--- src/rtl/synth_pkg.sv ---
// Shared types and constants for the voice allocation datapath.
// Latency: n/a (types only).
// Backpressure: n/a.
package synth_pkg;

  localparam int NOTE_W   = 4;
  localparam int OCT_W    = 3;
  localparam int NOTE_MAX = 11;

  typedef logic [NOTE_W-1:0] note_t;
  typedef logic [OCT_W-1:0]  oct_t;

  typedef enum logic [1:0] {
    IDLE,
    SCAN,
    COMMIT
  } state_t;

endpackage

--- src/rtl/voice_slot.sv ---
// One voice slot: ownership, gate, pitch, age and envelope trigger registers.
// Latency: every update lands one clk after its control input.
// Backpressure: none; controls are single-cycle strobes from the allocator.
// Ports: load (note-on commit), gate_off (note-off commit), age_inc (another
// slot was loaded), note_in/oct_in (pitch to load), release_done (envelope
// finished); outputs active, gate, note, octave, age, trig.
module voice_slot
  import synth_pkg::*;
#(
  parameter int AGE_W = 4
) (
  input  logic             clk,
  input  logic             reset,
  input  logic             load,
  input  logic             gate_off,
  input  logic             age_inc,
  input  note_t            note_in,
  input  oct_t             oct_in,
  input  logic             release_done,
  output logic             active,
  output logic             gate,
  output note_t            note,
  output oct_t             octave,
  output logic [AGE_W-1:0] age,
  output logic             trig
);

  always_ff @(posedge clk) begin
    if (!reset) begin
      active <= 1'b0;
      gate   <= 1'b0;
      note   <= '0;
      octave <= '0;
      age    <= '0;
      trig   <= 1'b0;
    end else begin
      trig <= load;
      // A commit on this slot takes precedence over a concurrent release_done.
      if (load) begin
        active <= 1'b1;
        gate   <= 1'b1;
        note   <= note_in;
        octave <= oct_in;
        age    <= '0;
      end else if (gate_off) begin
        gate <= 1'b0;
      end else if (release_done && active && !gate) begin
        active <= 1'b0;
        age    <= '0;
      end else if (age_inc && active && (age != {AGE_W{1'b1}})) begin
        age <= age + 1'b1;
      end
    end
  end

endmodule

--- src/rtl/voice_allocator.sv ---
// Polyphonic voice scheduler: maps key events onto NUM_VOICES voice slots.
// Latency: handshake cycle 0, results visible cycle NUM_VOICES+2.
// Backpressure: ev_ready only in IDLE; one event per NUM_VOICES+2 cycles.
// Ports: ev_valid/ev_ready/ev_on/ev_note/ev_octave key event input;
// release_done per-voice envelope status; voice_active/gate/trig/note/octave
// per-voice outputs; ev_dropped one-cycle pulse for discarded events.
// Build option: define VOICE_STEAL_EN to let a note-on steal the oldest voice
// when every slot is gated; otherwise such an event is dropped.
module voice_allocator
  import synth_pkg::*;
#(
  parameter int NUM_VOICES = 4,
  parameter int AGE_W      = 4
) (
  input  logic                      clk,
  input  logic                      reset,
  input  logic                      ev_valid,
  output logic                      ev_ready,
  input  logic                      ev_on,
  input  logic [NOTE_W-1:0]         ev_note,
  input  logic [OCT_W-1:0]          ev_octave,
  input  logic [NUM_VOICES-1:0]     release_done,
  output logic [NUM_VOICES-1:0]     voice_active,
  output logic [NUM_VOICES-1:0]     voice_gate,
  output logic [NUM_VOICES-1:0]     voice_trig,
  output logic [4*NUM_VOICES-1:0]   voice_note,
  output logic [3*NUM_VOICES-1:0]   voice_octave,
  output logic                      ev_dropped
);

  localparam int IDX_W = (NUM_VOICES > 1) ? $clog2(NUM_VOICES) : 1;
  localparam logic [IDX_W-1:0] LAST_IDX = IDX_W'(NUM_VOICES - 1);

  state_t           state;
  logic [IDX_W-1:0] idx;
  logic             lat_on;
  note_t            lat_note;
  oct_t             lat_oct;

  // Best candidate per priority class, accumulated across the scan.
  logic             match_found, free_found, rel_found, off_found;
  logic [IDX_W-1:0] match_idx, free_idx, rel_idx, off_idx;
  logic [AGE_W-1:0] rel_age;
`ifdef VOICE_STEAL_EN
  logic             old_found;
  logic [IDX_W-1:0] old_idx;
  logic [AGE_W-1:0] old_age;
`endif

  note_t            slot_note [NUM_VOICES];
  oct_t             slot_oct  [NUM_VOICES];
  logic [AGE_W-1:0] slot_age  [NUM_VOICES];

  logic             commit_on, commit_off, drop;
  logic [IDX_W-1:0] commit_v;

  // Slot under examination this SCAN cycle.
  logic             sel_act, sel_gate, sel_key;
  logic [AGE_W-1:0] sel_age;
  assign sel_act  = voice_active[idx];
  assign sel_gate = voice_gate[idx];
  assign sel_age  = slot_age[idx];
  assign sel_key  = (slot_note[idx] == lat_note) && (slot_oct[idx] == lat_oct);

  always_comb begin
    commit_on  = 1'b0;
    commit_off = 1'b0;
    commit_v   = '0;
    drop       = 1'b0;
    if (state == COMMIT) begin
      if (lat_note > note_t'(NOTE_MAX)) begin
        drop = 1'b1;
      end else if (lat_on) begin
        commit_on = 1'b1;
        if (match_found)     commit_v = match_idx;
        else if (free_found) commit_v = free_idx;
        else if (rel_found)  commit_v = rel_idx;
        else begin
`ifdef VOICE_STEAL_EN
          commit_v = old_idx;
`else
          commit_on = 1'b0;
          drop      = 1'b1;
`endif
        end
      end else if (off_found) begin
        commit_off = 1'b1;
        commit_v   = off_idx;
      end else begin
        drop = 1'b1;
      end
    end
  end

  always_ff @(posedge clk) begin
    if (!reset) begin
      state       <= IDLE;
      ev_ready    <= 1'b0;
      ev_dropped  <= 1'b0;
      idx         <= '0;
      lat_on      <= 1'b0;
      lat_note    <= '0;
      lat_oct     <= '0;
      match_found <= 1'b0;
      free_found  <= 1'b0;
      rel_found   <= 1'b0;
      off_found   <= 1'b0;
      match_idx   <= '0;
      free_idx    <= '0;
      rel_idx     <= '0;
      off_idx     <= '0;
      rel_age     <= '0;
`ifdef VOICE_STEAL_EN
      old_found   <= 1'b0;
      old_idx     <= '0;
      old_age     <= '0;
`endif
    end else begin
      ev_dropped <= 1'b0;
      case (state)
        IDLE: begin
          ev_ready <= 1'b1;
          if (ev_valid && ev_ready) begin
            lat_on      <= ev_on;
            lat_note    <= ev_note;
            lat_oct     <= ev_octave;
            idx         <= '0;
            match_found <= 1'b0;
            free_found  <= 1'b0;
            rel_found   <= 1'b0;
            off_found   <= 1'b0;
`ifdef VOICE_STEAL_EN
            old_found   <= 1'b0;
`endif
            ev_ready    <= 1'b0;
            state       <= SCAN;
          end
        end
        SCAN: begin
          // Lowest index wins everywhere: only strictly better entries replace.
          if (sel_act && sel_key && !match_found) begin
            match_found <= 1'b1;
            match_idx   <= idx;
          end
          if (!sel_act && !free_found) begin
            free_found <= 1'b1;
            free_idx   <= idx;
          end
          if (sel_act && !sel_gate && (!rel_found || sel_age > rel_age)) begin
            rel_found <= 1'b1;
            rel_idx   <= idx;
            rel_age   <= sel_age;
          end
          if (sel_act && sel_gate && sel_key && !off_found) begin
            off_found <= 1'b1;
            off_idx   <= idx;
          end
`ifdef VOICE_STEAL_EN
          if (sel_act && (!old_found || sel_age > old_age)) begin
            old_found <= 1'b1;
            old_idx   <= idx;
            old_age   <= sel_age;
          end
`endif
          idx <= idx + 1'b1;
          if (idx == LAST_IDX) state <= COMMIT;
        end
        COMMIT: begin
          ev_dropped <= drop;
          ev_ready   <= 1'b1;
          state      <= IDLE;
        end
        default: state <= IDLE;
      endcase
    end
  end

  for (genvar i = 0; i < NUM_VOICES; i++) begin : g_slot
    logic hit;
    assign hit = (commit_v == IDX_W'(i));

    voice_slot #(.AGE_W(AGE_W)) u_slot (
      .clk          (clk),
      .reset        (reset),
      .load         (commit_on && hit),
      .gate_off     (commit_off && hit),
      .age_inc      (commit_on && !hit),
      .note_in      (lat_note),
      .oct_in       (lat_oct),
      .release_done (release_done[i]),
      .active       (voice_active[i]),
      .gate         (voice_gate[i]),
      .note         (slot_note[i]),
      .octave       (slot_oct[i]),
      .age          (slot_age[i]),
      .trig         (voice_trig[i])
    );

    assign voice_note[4*i +: 4]   = slot_note[i];
    assign voice_octave[3*i +: 3] = slot_oct[i];
  end

endmodule

--- config.mk ---
export PLATFORM = sky130hd
export DESIGN_NAME = voice_allocator
export DESIGN_NICKNAME = d
export VERILOG_FILES = /design/src/rtl/synth_pkg.sv /design/src/rtl/voice_slot.sv /design/src/rtl/voice_allocator.sv
export SDC_FILE = /design/constraint.sdc
export NUM_CORES = 1
export LEC_CHECK = 0
export ABC_AREA = 1
export BUFFER_PORTS_ARGS = -buffer_cell sky130_fd_sc_hd__buf_2
export CAP_MARGIN = 0
export CORE_MARGIN = 1
export CORE_UTILIZATION = 38
export CTS_BUF_LIST = sky130_fd_sc_hd__clkbuf_8
export CTS_CLUSTER_DIAMETER = 150
export DETAILED_ROUTE_END_ITERATION = 8
export PLACE_DENSITY = 0.6
export SLEW_MARGIN = 0
export SYNTH_ARGS = -nofsm -noshare
export SYNTH_HDL_FRONTEND = slang
export SYNTH_SLANG_ARGS = --single-unit
export TNS_END_PERCENT = 10
--- constraint.sdc ---
create_clock -name clk -period 4.46 [get_ports clk]
set_input_delay 0.446 -clock clk [delete_from_list [all_inputs] [get_ports clk]]
set_output_delay 0.446 -clock clk [all_outputs]
set_load 0.02 [all_outputs]
==> metrics.cfg, run 1 <==
[synthesis]
async_reset_ff_share_pct = 0
synth_top_area_share_pct = 40.4
syn_area_per_cell_sq_um = 7.06
synth-edff-count = 0
synth-seq-cells = 86
synthesis.area_sq_um = 4260
synth_area_leaders = dfxtp_1 40%, nand2_1 14%, nand3_1 7.8%, a21oi_1 5.3%, o21ai_0 5.3%
ys_types = 34
synth_ff_type = dfxtp_1
yosysWarningCount = 0
yosysTopAreaCell = dfxtp_1
synthesis.nets = 627
ys_seq_area_share_pct = 40.4
syn-instance-count = 603

[sta]
report.final.hold_viol_count = 0
worst_pin_slew_ps = 1060
rsz0062_at_grt = false
hold_ws_ps = 356
tns_ps = 0
fin_crit_sh_pct = 59.4
finalMaxSlewViolations = 0
clock_skew_ps = 12.6
min_period_ps = 2650
max_slew_margin_pct = 28.9
fmax_mhz = 377
setup_violations = 0

[cells_and_area]
drive_gt1_share_pct = 17.1
area.growth.synth_to_final_pct = 12.3
final_area_sq_um = 4780
mostFrequentLayoutCells = 155 x nand2_1, 86 x dfxtp_1, 66 x nand3_1
layout.nets = 670
post-route-util_pct = 43.9
mostFrequentLayoutCell = nand2_1
diodes = 0
fin_cells = 790

[global_routing]
grt_pass1_wl_mm = 18.1
antenna_found_initial = 0
gr-total-overflow = 0
grt_use_total_pct = 20.6
grt_pass1_vias = 3672
grt_max_degree = 32

[cts]
cts_setup_buffers = 0
clk_latency_ps = 370
cts.sinks = 86
root_buffer = clkbuf_8
cts_resized = 0
clk_pin_slew_ps = 80
cts_buffers = 9
cts_hold_buffers = 0
cts_tree = yes
htreeDepth = 3
cts_buffer_depth = 2

[power_and_ir_drop]
pwr-share-seq_pct = 51.8
p_per_area_nw_per_um2 = 317
p_comb_share_pct = 8.4
p_leak_nw = 2.13
switching_share_pct = 24.9
p_int_mw = 1.14
ir_drop_mv = 0.212
clkPwrFrac_pct = 39.8
p_switching_uw = 377

[drt]
drc = 0
via_count = 4086
ant_nets = 0
finalWirelength_mm = 11.4
drt_iter0_markers = 261
wire_per_inst_um = 14.4
viasPerCell = 5.17
drt_first_pass_iters = 5

[worst_setup_path]
worstPathMaxFanout = 31
end_kind = register
r2r_start = idx[0]$_SDFFE_PN0P_
required_ps = 4740
crit_type = register to register
cp-start-kind = register
startpoint = idx[0]$_SDFFE_PN0P_
crit_arrival_ps = 2940

[place]
io_buffer_count = 56
dp_cells = 775
finalWeightedCongestion = 0.844
dpl.hpwl_mm = 8.09
postPlaceCellArea_sq_um = 4570

[floorplanning]
io_pins = 57
dieHeight_um = 108
start_util_pct = 39.1
fp.dieArea_sq_um = 11600
die_w_um = 108
row_count = 38
coreArea_sq_um = 10900

[job]
max_cap_viol_count = 0

[min_path]
hold_path_class = input pin to register
hold_start = ev_octave[0]

[status]
status = complete, no violations

[power by group through the flow]
stage               registers [mW]  clock network [mW]  logic [mW]
detailed placement           0.804                   0       0.127
finish                       0.786               0.603       0.128
CTS                          0.786               0.616       0.127
global placement             0.804                   0       0.125
floorplan                    0.805                   0      0.0926
global route                 0.787               0.641       0.142
[Yosys cell counts, types with 2 or more instances]
master / n
a211oi_1: 4
a21oi_1: 45
buf_2: 5
buf_4: 16
clkbuf_1: 5
dfxtp_1: 86
ha_1: 9
inv_1: 45
inv_2: 12
nand2_1: 155
nand2_2: 8
nand2_4: 2
nand3_1: 66
nand3_2: 3
nand4_1: 9
nand4_2: 3
nor2_1: 49
nor2_2: 3
nor2_4: 2
nor3_1: 2
o21ai_0: 45
o21ai_1: 10
o22ai_1: 3
or2_0: 2
or2_2: 2
xor2_1: 4
[worst max-delay path, stage by stage, from the launching register on]
cell,delay (ps)
dfxtp_1,310
buf_4,300
inv_2,300
o21ai_0,260
a21oi_1,70
a21oi_1,200
ha_1,280
a21oi_1,120
o21ai_0,80
o21ai_0,80
nand2_1,130
nand2_2,190
nor2_1,70
a211oi_1,170
[state kept, by name, indices dropped and copies added, names as in the netlist, 2 cells and up]
register,count
state,2
lat_oct,3
g_slot.u_slot.active,4
g_slot.u_slot.age,16
g_slot.u_slot.note,16
rel_age,4
rel_idx,2
free_idx,2
lat_note,4
g_slot.u_slot.octave,12
off_idx,2
idx,2
g_slot.u_slot.gate,4
g_slot.u_slot.trig,4
match_idx,2
[routing by layer]
metal  part of all wire (%)  routed length [um]  vias up  track usage (%)
li1                       -                   -     2065                -
met1                     46                5240     1899             27.0
met2                     47                5330      108             33.0
met3                    5.6                 638       14             4.78
met4                    1.3                 151        0             6.95
met5                      0                   0        -                0
[metrics by stage]
stage          power [mW]  worst slack, ps
6_report             1.52             1810
5_1_grt              1.57             1560
4_1_cts              1.53             1840
3_5_place_dp        0.931             1870
3_3_place_gp        0.928             1990
2_1_floorplan       0.897             2470
[cell families after synthesis]
logic type / share of synthesized area, %
AO/OA/AOI/OAI: 13.9
XOR/XNOR: 0.823
adder cells (fa/ha/maj): 2.65
buffers and inverters: 8.97
flip-flops: 40.4
AND/OR/NAND/NOR: 33.2
[cell type report]
class	instances	area [sq um]
timing repair buffer	59	303
clock inverter	5	76.3
sequential	86	1720
multi-input combinational	433	2150
clock buffer	10	138
tap	140	175
fill	1119	6110
inverter	57	214
[path summary, 6_finish.rpt]
kind	endpoint	slack (ps)	cells past startpoint
setup / recovery	rel_age[3]$_SDFFE_PN0P_	1810	13
setup reg to reg	rel_age[3]$_SDFFE_PN0P_	1810	13
hold reg to reg	off_found$_SDFFE_PN0P_	470	2
hold / removal	lat_oct[0]$_SDFFE_PN0P_	360	3
No activity file was read; power rests on OpenSTA's default activity.
==> run 2, diff against run 1 <==
clock period = 2.6 ns   (was 4.46 ns; I/O delays follow)
==> run 2 against run 1 <==
Against the previous run: fmax up 17%; hold slack worse by 180 ps; clock skew up 1.7 ps; critical path depth unchanged; non-clock buffer count up 5; first-iteration DRC count up 10%; count of clock-buffer cells in the layout unchanged; highest routed layer unchanged; flip-flop and latch count unchanged; critical endpoint is now rel_age[1]$_SDFFE_PN0P_; cell area up 0.34%; wire length up 2.9%.
==> metrics.cfg, run 2 (same netlist as run 1, synthesis figures left out) <==
[power_and_ir_drop]
switching_share_pct = 26.3  ; was 24.9%
p_int_mw = 1.86  ; was 1.14 mW
p_comb_share_pct = 9.0  ; was 8.4%
p_switching_uw = 667  ; was 377 uW
pwr-share-seq_pct = 53.3  ; was 51.8%
p_per_area_nw_per_um2 = 528  ; was 317 nW/um^2
ir_drop_mv = 0.294  ; was 0.212 mV
p_leak_nw = 2.15  ; was 2.13 nW
clkPwrFrac_pct = 37.7  ; was 39.8%

[worst_setup_path]
cp.depth = 13  ; unchanged
cp-start-kind = register  ; unchanged
required_ps = 2880  ; was 4740 ps
worstReg2RegEnd = rel_age[1]$_SDFFE_PN0P_  ; was rel_age[3]$_SDFFE_PN0P_
r2r_start = idx[0]$_SDFFE_PN0P_  ; unchanged
crit_type = register to register  ; unchanged
cpMaxStageDelayCell = dfxtp_1  ; unchanged
worstPathMaxFanout = 15  ; was 31
path_cells = buf_4 > inv_2 > o21ai_0 > a21oi_1 > a21oi_1 > ha_1 > a21oi_1 > o21ai_0 > o21ai_0 > nand2_1 > nand2_2 > nor2_1 > a211oi_1  ; unchanged
end_kind = register  ; unchanged
slowest_delay_ps = 340  ; was 310 ps
startpoint = idx[0]$_SDFFE_PN0P_  ; unchanged
crit_path_end = rel_age[1]$_SDFFE_PN0P_  ; was rel_age[3]$_SDFFE_PN0P_
critPathBufInv = 2  ; unchanged
regToRegSetupSlack_ps = 330  ; was 1810 ps
r2r_cells = 13  ; unchanged
crit_arrival_ps = 2560  ; was 2940 ps
crit_family = compound AO/OA/AOI/OAI gates  ; unchanged

[sta]
clock_skew_ps = 14.3  ; was 12.6 ps
worst_pin_slew_ps = 616  ; was 1060 ps
hold_ws_ps = 175  ; was 356 ps
fin_crit_sh_pct = 87.4  ; was 59.4%
final.setup.worst_slack_ps = 327  ; was 1810 ps
fmax_mhz = 440  ; was 377 MHz
tns_ps = 0  ; unchanged
report.final.hold_viol_count = 0  ; unchanged
rsz0062_at_grt = false  ; unchanged
finalMaxSlewViolations = 0  ; unchanged
min_period_ps = 2270  ; was 2650 ps
setup_violations = 0  ; unchanged
max_slew_margin_pct = 58.9  ; was 28.9%

[global_routing]
grt_pass1_vias = 3636  ; was 3672
grt_pass1_wl_mm = 18.6  ; was 18.1 mm
grt_use_total_pct = 21.0  ; was 20.6%
gr-total-overflow = 0  ; unchanged
antenna_found_initial = 0  ; unchanged
grt_max_degree = 21  ; was 32

[cells_and_area]
multi_input_area_sq_um = 2150  ; unchanged
fillers = 1128  ; was 1119
post-route-util_pct = 44.1  ; was 43.9%
layout.nets = 675  ; was 670
seq_area_sq_um = 1720  ; unchanged
mostFrequentLayoutCell = nand2_1  ; unchanged
area.growth.synth_to_final_pct = 12.7  ; was 12.3%
diodes = 0  ; unchanged
largestRegisters = g_slot.u_slot.age: 16 flops, g_slot.u_slot.note: 16 flops, g_slot.u_slot.octave: 12 flops  ; unchanged
drive_gt1_share_pct = 17.7  ; was 17.1%
mostFrequentLayoutCells = 155 x nand2_1, 86 x dfxtp_1, 66 x nand3_1  ; unchanged

[cts]
cts_hold_buffers = 0  ; unchanged
htreeDepth = 3  ; unchanged
clk_pin_slew_ps = 90  ; was 80 ps
cts.sinks = 86  ; unchanged
cts_tree = yes  ; unchanged
cts_buffer_depth = 2  ; unchanged
root_buffer = clkbuf_8  ; unchanged
cts_setup_buffers = 0  ; unchanged
cts_resized = 0  ; unchanged
clk_latency_ps = 370  ; about the same
cts_buffers = 9  ; unchanged

[floorplanning]
fp.dieArea_sq_um = 11600  ; unchanged
die_w_um = 108  ; unchanged
coreArea_sq_um = 10900  ; unchanged
start_util_pct = 39.1  ; unchanged
io_pins = 57  ; unchanged
dieHeight_um = 108  ; unchanged
row_count = 38  ; unchanged

[place]
io_buffer_count = 56  ; unchanged
dpl.hpwl_mm = 8.44  ; was 8.09 mm
finalWeightedCongestion = 0.888  ; was 0.844
dp_slack_ps = 345  ; was 1870 ps

[drt]
drt_iter0_markers = 287  ; was 261
via_count = 4096  ; was 4086
wire_per_inst_um = 14.7  ; was 14.4 um
drc = 0  ; unchanged
drt_first_pass_iters = 5  ; unchanged
finalWirelength_mm = 11.7  ; was 11.4 mm
viasPerCell = 5.15  ; was 5.17
ant_nets = 0  ; unchanged

[status]
status = complete, no violations  ; unchanged

[min_path]
hold_path_class = input pin to register  ; unchanged
whs_path_depth = 3  ; unchanged

[job]
max_cap_viol_count = 0  ; unchanged

-- run 2: changes by cell type in the layout (fill, tap and decap cells not counted), sizes merged --
cell | before | now
bufinv | 2 | 1
buf | 59 | 64
inv | 59 | 60
clkinv | 1 | 2
-- run 2: how the worst min path moves through the flow --
stage | startpoint | slack [ps] | end
after floorplan | rel_idx[0]$_SDFFE_PN0P_ | 440 | rel_idx[0]$_SDFFE_PN0P_
after global placement | off_found$_SDFFE_PN0P_ | 450 | off_found$_SDFFE_PN0P_
after detailed placement | rel_idx[1]$_SDFFE_PN0P_ | 460 | rel_idx[1]$_SDFFE_PN0P_
after CTS | ev_octave[1] | 150 | lat_oct[1]$_SDFFE_PN0P_
after global routing | ev_note[1] | 180 | lat_note[1]$_SDFFE_PN0P_
final | ev_note[2] | 170 | lat_note[2]$_SDFFE_PN0P_
-- run 2: metal layers --
| layer | routed length, um | global-route usage (%) | up-vias | part of all wire, % |
|---|---|---|---|---|
| li1 | - | - | 2071 | - |
| met3 | 782 | 4.18 | 20 | 6.7 |
| met2 | 5340 | 33.2 | 132 | 46 |
| met1 | 5340 | 28.2 | 1873 | 46 |
| met4 | 230 | 7.73 | 0 | 2.0 |
| met5 | 0 | 0 | - | 0 |
-- run 2: power by group through the flow --
stage / combinational (mW) / clock, mW / sequential [mW]
after detailed placement: 0.226 / 0 / 1.38
final: 0.227 / 0.955 / 1.35
after floorplan: 0.159 / 0 / 1.38
after global placement: 0.224 / 0 / 1.38
after CTS: 0.227 / 0.970 / 1.35
after global routing: 0.251 / 1.03 / 1.35
-- run 2: worst min-delay path, stage by stage --
cell,delay [ps]
buf_2,80
o21ai_0,70
a21oi_1,100
-- run 2: area by class of cell --
type,count,area share [%]
Tap cell,140,3.65
Clock buffer,10,2.87
Timing Repair Buffer,64,7.09
Multi-Input combinational cell,433,44.9
Inverter,57,4.46
Clock inverter,6,1.15
Sequential cell,86,35.9
-- run 2: stage by stage --
stage / total power [mW] / instance area (sq um) / cells
finish: 2.53 / 4800 / 796
global route: 2.63 / 4800 / 796
CTS: 2.55 / 4800 / 796
detailed placement: 1.61 / 4600 / 780
global placement: 1.60 / 4600 / 780
floorplan: 1.54 / 4260 / 603
